$ cat src/rtl/uart_echo_tester_pkg.sv
// Shared definitions for the UART echo link tester: FSM encoding and helpers.
package uart_echo_tester_pkg;

  typedef enum logic [2:0] {
    ST_IDLE,
    ST_WAIT_TX,
    ST_LOAD,
    ST_WAIT_RX,
    ST_CAPTURE,
    ST_NEXT,
    ST_DONE
  } state_t;

  localparam int unsigned DEFAULT_TIMEOUT_CYCLES = 200000;

  // Width of the timeout counter; it only has to hold TIMEOUT_CYCLES-1.
  function automatic int unsigned tmo_width(input int unsigned cycles);
    return (cycles < 2) ? 1 : $clog2(cycles);
  endfunction

  // Error counter increment that sticks at 255.
  function automatic logic [7:0] sat_inc8(input logic [7:0] v);
    return (v == 8'hFF) ? v : v + 8'd1;
  endfunction

endpackage

$ cat src/rtl/uart_echo_timeout.sv
// Loadable down-counter with synchronous clear; expired while the count is zero.
module uart_echo_timeout #(
  parameter int unsigned WIDTH = 8
) (
  input  logic             clk,
  input  logic             reset_n,
  input  logic             clear,
  input  logic             load,
  input  logic [WIDTH-1:0] load_value,
  input  logic             enable,
  output logic             expired
);

  logic [WIDTH-1:0] count;

  // Count register: clear beats load, load beats decrement, stop at zero.
  always_ff @(posedge clk or negedge reset_n) begin
    if (!reset_n) begin
      count <= '0;
    end else if (clear) begin
      count <= '0;
    end else if (load) begin
      count <= load_value;
    end else if (enable && (count != '0)) begin
      count <= count - 1'b1;
    end
  end

  assign expired = (count == '0);

endmodule

$ cat src/rtl/uart_echo_tester.sv
// Initiator side of the UART echo link: sends SEED, SEED+1, ... and checks the echoes.
module uart_echo_tester
  import uart_echo_tester_pkg::*;
#(
  parameter int unsigned NUM_BYTES      = 16,
  parameter logic [7:0]  SEED           = 8'h01,
  parameter int unsigned TIMEOUT_CYCLES = DEFAULT_TIMEOUT_CYCLES
) (
  input  logic       clk,
  input  logic       reset_n,
  input  logic       start,
  output logic       ld_tx_data,
  output logic [7:0] tx_data,
  input  logic       tx_empty,
  output logic       uld_rx_data,
  input  logic [7:0] rx_data,
  input  logic       rx_empty,
  output logic       busy,
  output logic       done,
  output logic       pass,
  output logic       timeout_seen,
  output logic [7:0] err_count,
  output logic [7:0] last_rx
);

  localparam int unsigned      TMO_W    = tmo_width(TIMEOUT_CYCLES);
  localparam logic [TMO_W-1:0] TMO_LOAD = TMO_W'(TIMEOUT_CYCLES - 1);
  localparam logic [7:0]       LAST_IDX = 8'(NUM_BYTES - 1);

  state_t     state, state_n;
  logic [7:0] idx;
  logic       run_start, tmo_load, tmo_hit, capture, advance, finish;
  logic       tmo_expired;

  uart_echo_timeout #(
    .WIDTH (TMO_W)
  ) u_timeout (
    .clk        (clk),
    .reset_n    (reset_n),
    .clear      (run_start),
    .load       (tmo_load),
    .load_value (TMO_LOAD),
    .enable     (state == ST_WAIT_RX),
    .expired    (tmo_expired)
  );

  // State register.
  always_ff @(posedge clk or negedge reset_n) begin
    if (!reset_n) begin
      state <= ST_IDLE;
    end else begin
      state <= state_n;
    end
  end

  // Next-state logic, uart handshakes and datapath strobes.
  always_comb begin
    state_n     = state;
    ld_tx_data  = 1'b0;
    uld_rx_data = 1'b0;
    run_start   = 1'b0;
    tmo_load    = 1'b0;
    tmo_hit     = 1'b0;
    capture     = 1'b0;
    advance     = 1'b0;
    finish      = 1'b0;
    unique case (state)
      ST_IDLE: begin
        if (start) begin
          run_start = 1'b1;
          state_n   = ST_WAIT_TX;
        end
      end
      ST_WAIT_TX: begin
        if (tx_empty) state_n = ST_LOAD;
      end
      ST_LOAD: begin
        ld_tx_data = 1'b1;
        if (!tx_empty) begin
          tmo_load = 1'b1;
          state_n  = ST_WAIT_RX;
        end
      end
      ST_WAIT_RX: begin
        if (!rx_empty) begin
          uld_rx_data = 1'b1;
          state_n     = ST_CAPTURE;
        end else if (tmo_expired) begin
          tmo_hit = 1'b1;
          state_n = ST_NEXT;
        end
      end
      ST_CAPTURE: begin
        capture = 1'b1;
        state_n = ST_NEXT;
      end
      ST_NEXT: begin
        if (idx == LAST_IDX) begin
          state_n = ST_DONE;
        end else begin
          advance = 1'b1;
          state_n = ST_WAIT_TX;
        end
      end
      ST_DONE: begin
        finish  = 1'b1;
        state_n = ST_IDLE;
      end
      default: state_n = ST_IDLE;
    endcase
  end

  // Run datapath: byte index, transmitted byte, captured byte and run status.
  always_ff @(posedge clk or negedge reset_n) begin
    if (!reset_n) begin
      idx          <= '0;
      tx_data      <= '0;
      last_rx      <= '0;
      err_count    <= '0;
      timeout_seen <= 1'b0;
      busy         <= 1'b0;
      done         <= 1'b0;
      pass         <= 1'b0;
    end else begin
      if (run_start) begin
        idx          <= '0;
        tx_data      <= SEED;
        err_count    <= '0;
        timeout_seen <= 1'b0;
        busy         <= 1'b1;
        done         <= 1'b0;
        pass         <= 1'b0;
      end
      if (tmo_hit) begin
        timeout_seen <= 1'b1;
        err_count    <= sat_inc8(err_count);
      end
      if (capture) begin
        last_rx <= rx_data;
        if (rx_data != tx_data) err_count <= sat_inc8(err_count);
      end
      if (advance) begin
        idx     <= idx + 8'd1;
        tx_data <= tx_data + 8'd1;
      end
      if (finish) begin
        busy <= 1'b0;
        done <= 1'b1;
        pass <= (err_count == '0);
      end
    end
  end

endmodule

$ cat config.mk
export PLATFORM = sky130hd
export DESIGN_NAME = uart_echo_tester
export DESIGN_NICKNAME = d
export VERILOG_FILES = /design/src/rtl/uart_echo_tester_pkg.sv /design/src/rtl/uart_echo_timeout.sv /design/src/rtl/uart_echo_tester.sv
export SDC_FILE = /design/constraint.sdc
export NUM_CORES = 1
export LEC_CHECK = 0
export BUFFER_PORTS_ARGS = -buffer_cell sky130_fd_sc_hd__clkbuf_2
export CAP_MARGIN = 20
export CELL_PAD_IN_SITES_DETAIL_PLACEMENT = 0
export CELL_PAD_IN_SITES_GLOBAL_PLACEMENT = 1
export CORE_ASPECT_RATIO = 1.25
export CORE_MARGIN = 5
export CORE_UTILIZATION = 37
export DETAILED_ROUTE_END_ITERATION = 16
export PLACE_DENSITY = 0.71
export RECOVER_POWER = 50
export SYNTH_ARGS = -nofsm -noshare
export SYNTH_HDL_FRONTEND = slang
export SYNTH_SLANG_ARGS = --single-unit
$ cat constraint.sdc
create_clock -name clk -period 2.7 [get_ports clk]
set_input_delay 0.405 -clock clk [delete_from_list [all_inputs] [get_ports clk]]
set_output_delay 0.405 -clock clk [all_outputs]
set_load 0.005 [all_outputs]
==> results.md <==
* Worst Skew at 0.00953 ns
* Leading cell type by number of instances after synthesis: nand2_1
* Area contributors post-synth: dfrtp_1 (45%), nand2_1 (6.9%), o21ai_0 (5.0%)
* FF+latch count, synth at 57
* Status: finished clean
* CTS max path bufs at 2
* CTS Hold Buffers Added at 0
* CP max FO at 9
* Critical Path AT at 2.62 ns
* # IOs at 43
* Clk root buf: clkbuf_8
* Syn Nets at ~380
* FF-to-FF End: state[1]
* Largest net degree at the start of global routing at 23
* Time the worst path needs with I/O delays and setup at 2.39 ns
* Skew-Pair Late Insertion Delay at 0.34 ns
* Cell count of the worst reg-to-reg path at 7
* Num CTS Buffers at 9
* First-pass GRT wire length at 14,700 um
* GR Util All Layers at 0.176
* Worst Path Buf+Inv at 2
* Number of synthesized flops with an enable pin at 0
* Area Overhead vs Synth at 18.0%
* Cells after Synth at 363
* Starting density of the core at 0.374
* Slew Limit Fails at 0
* Synth top area share at 0.445
* DR vias at ~3,000
* Max-Cap Viols at 0
* Nets at 436
* Setup crit end kind: flop
* Cell family with most CP delay: simple AND/OR/NAND/NOR gates
* Type of the worst setup path: reg2reg
* DR iter-0 viols at 172
* Setup repair bufs after CTS at 0
* CTS clk-pin slew, worst paths at 0.07 ns
* H-Tree Level Count at 3
* Cell Count Post-Placement at around 510
* CP Cell Sequence: inv_1, ha_1, or4b_1, nor3_2, buf_4, a21oi_1, a211o_1
* Peak VDD IR at 0.000431 V
* PD cells at 1020 nW/um^2
* Die Width at 93.2 um
* P_leak at 0.00174 uW
* Slew margin rel. at 0.172
* Critical R2R Launch: u_timeout.count[0]
* Final worst slack at 0.308 ns
* DPL Wire Length at 6300 um
* Pre-CTS setup slack at 0.339 ns
* Die H at 114 um
* Iteration count of the initial detailed-routing pass at 4
* Syn avg cell area at between 8 and 9 sq um
* Final setup viols at 0
* RSZ-0062 raised after global routing: no
* CP Launch Type: flop
* Worst Tran Pin Value at between 1 and 1.5 ns
* Sink Count at 57
* R2R Setup Slk at a little over 0.3 ns
* F_max at 0.418 GHz
* Total power at 3860 uW
* Critical path's slowest cell: or4b_1
* Post-CTS sizing at 0
* Fin cells at roughly 520
* Vias/cell at 5.69
* CTS tree: done
* Setup crit start: u_timeout.count[0]
* Ant diodes at 0
* Most common library cells after synthesis: nand2_1 (59), dfrtp_1 (57), o21ai_0 (32)
* Initial antenna violation count at 0
* Row count at 38
* Routed len/inst at ~17 um
* Syn. warnings at 0
* Count of cell types in the netlist at 50
* Final Hold Viols at 0
* Number of remaining DRC errors at 0
* Hold slack at 0.225 ns
* Routed Antenna Nets at 0
* Core area at 8560 sq um
* Die area at 10,600 sq um
* Cell taking the most area after synthesis: dfrtp_1
* IO buf count at 42
* Top_reg_cell synth: dfrtp_1
* DRT Wirelength at 8730 um
* Layout cells sized above 1 at 0.161
* Period utilization at 0.886
* CP peak stage delay at 0.54 ns
* Post-synth ARST share at 1.00
* Setup TNS at 0 ns
* Crit path capture: state[1]
* Placer congestion estimate at 0.858
* CP required at 2.93 ns
* Sequential share of the synthesized area at 0.445
* Mapped cell area at 3200 sq um
* Crit path depth at 7
* Number of global-route vias before repair at approximately 2,900
* Congestion Overflow GR at 0
* HP Class: in2async
cells by family (layout without fill, tap and decap cells):
logic type               after synthesis  after routing  share of synthesized area
adder cells (fa/ha/maj)                5              5                     0.0195
AO/OA/AOI/OAI                        108            108                      0.223
flip-flops                            57             57                      0.445
XOR/XNOR                              13             13                     0.0355
buffers and inverters                 22             82                     0.0266
AND/OR/NAND/NOR                      155            155                      0.240
multiplexers                           3              3                    0.00977
report_power, final:
part	total, uW	internal, uW	switching [uW]	leakage (uW)
clock	871	515	357	0.000106
combinational	1590	643	944	0.000885
sequential	1400	1100	308	0.000750
worst min-delay path by stage:
| stage | startpoint | end | slack [ns] | cells past startpoint |
|---|---|---|---|---|
| after floorplan | reset_n | busy | 0.11 | 0 |
| after global placement | reset_n | tx_data[2] | 0.39 | 1 |
| after detailed placement | reset_n | tx_data[2] | 0.40 | 1 |
| after CTS | reset_n | tx_data[2] | 0.01 | 1 |
| after global routing | rx_data[2] | last_rx[2] | 0.29 | 3 |
| final | reset_n | tx_data[2] | 0.23 | 1 |
routing by layer:
layer  vias to the layer above  share of wire  track usage
met1                      1424           0.46        0.232
met2                        71           0.48        0.275
met3                        21          0.039       0.0290
met5                         -              0            0
met4                         0          0.028       0.0958
li1                       1460              -            -
cells in the final DEF (no fill, tap or decap), types with 2 or more instances in the layout:
master      n
ha_1        5
a21oi_1    17
buf_4      10
nand2b_1    2
o41ai_1     2
o211ai_1    9
o22ai_1     6
nor3_1     11
mux2i_1     2
clkbuf_1   11
clkbuf_2   34
nor3_2      2
and2_1      2
o211a_1     3
clkinv_2    3
or4_4       2
o21ai_0    32
a211oi_1    7
clkbuf_8    9
or3_1       2
xnor2_1     4
and3_1      6
dfrtp_1    57
a31oi_1     5
inv_1      12
nand4_1     9
nor4_1      6
or2_2       2
o31ai_1    10
nand3_1    15
nor4b_1     2
nand2_1    59
bufinv_16   2
xor2_1      9
a211o_1     3
or4_1       3
nor2_1     25
a22o_1      6
per-stage QoR:
stage,utilization,instance area [sq um]
floorplan,-,3200
global placement,0.419,3590
detailed placement,0.419,3590
CTS,0.444,3800
global route,0.442,3780
finish,0.442,3780
sequential cells by signal (all words and copies together) (netlist names):
signal / count
u_timeout.count: 18
done: 1
timeout_seen: 1
busy: 1
idx: 8
state: 3
last_rx: 8
tx_data: 8
pass: 1
err_count: 8
layout make-up:
type / instances / area, sq um
sequential: 57 / 1430
inverter: 12 / 45.0
fill: 873 / 4780
clock inverter: 6 / 82.6
tap: 100 / 125
timing repair buffer: 54 / 283
clock buffer: 10 / 128
multi-input combinational: 284 / 1690
Note: power is estimated with default switching activity, not from simulation.
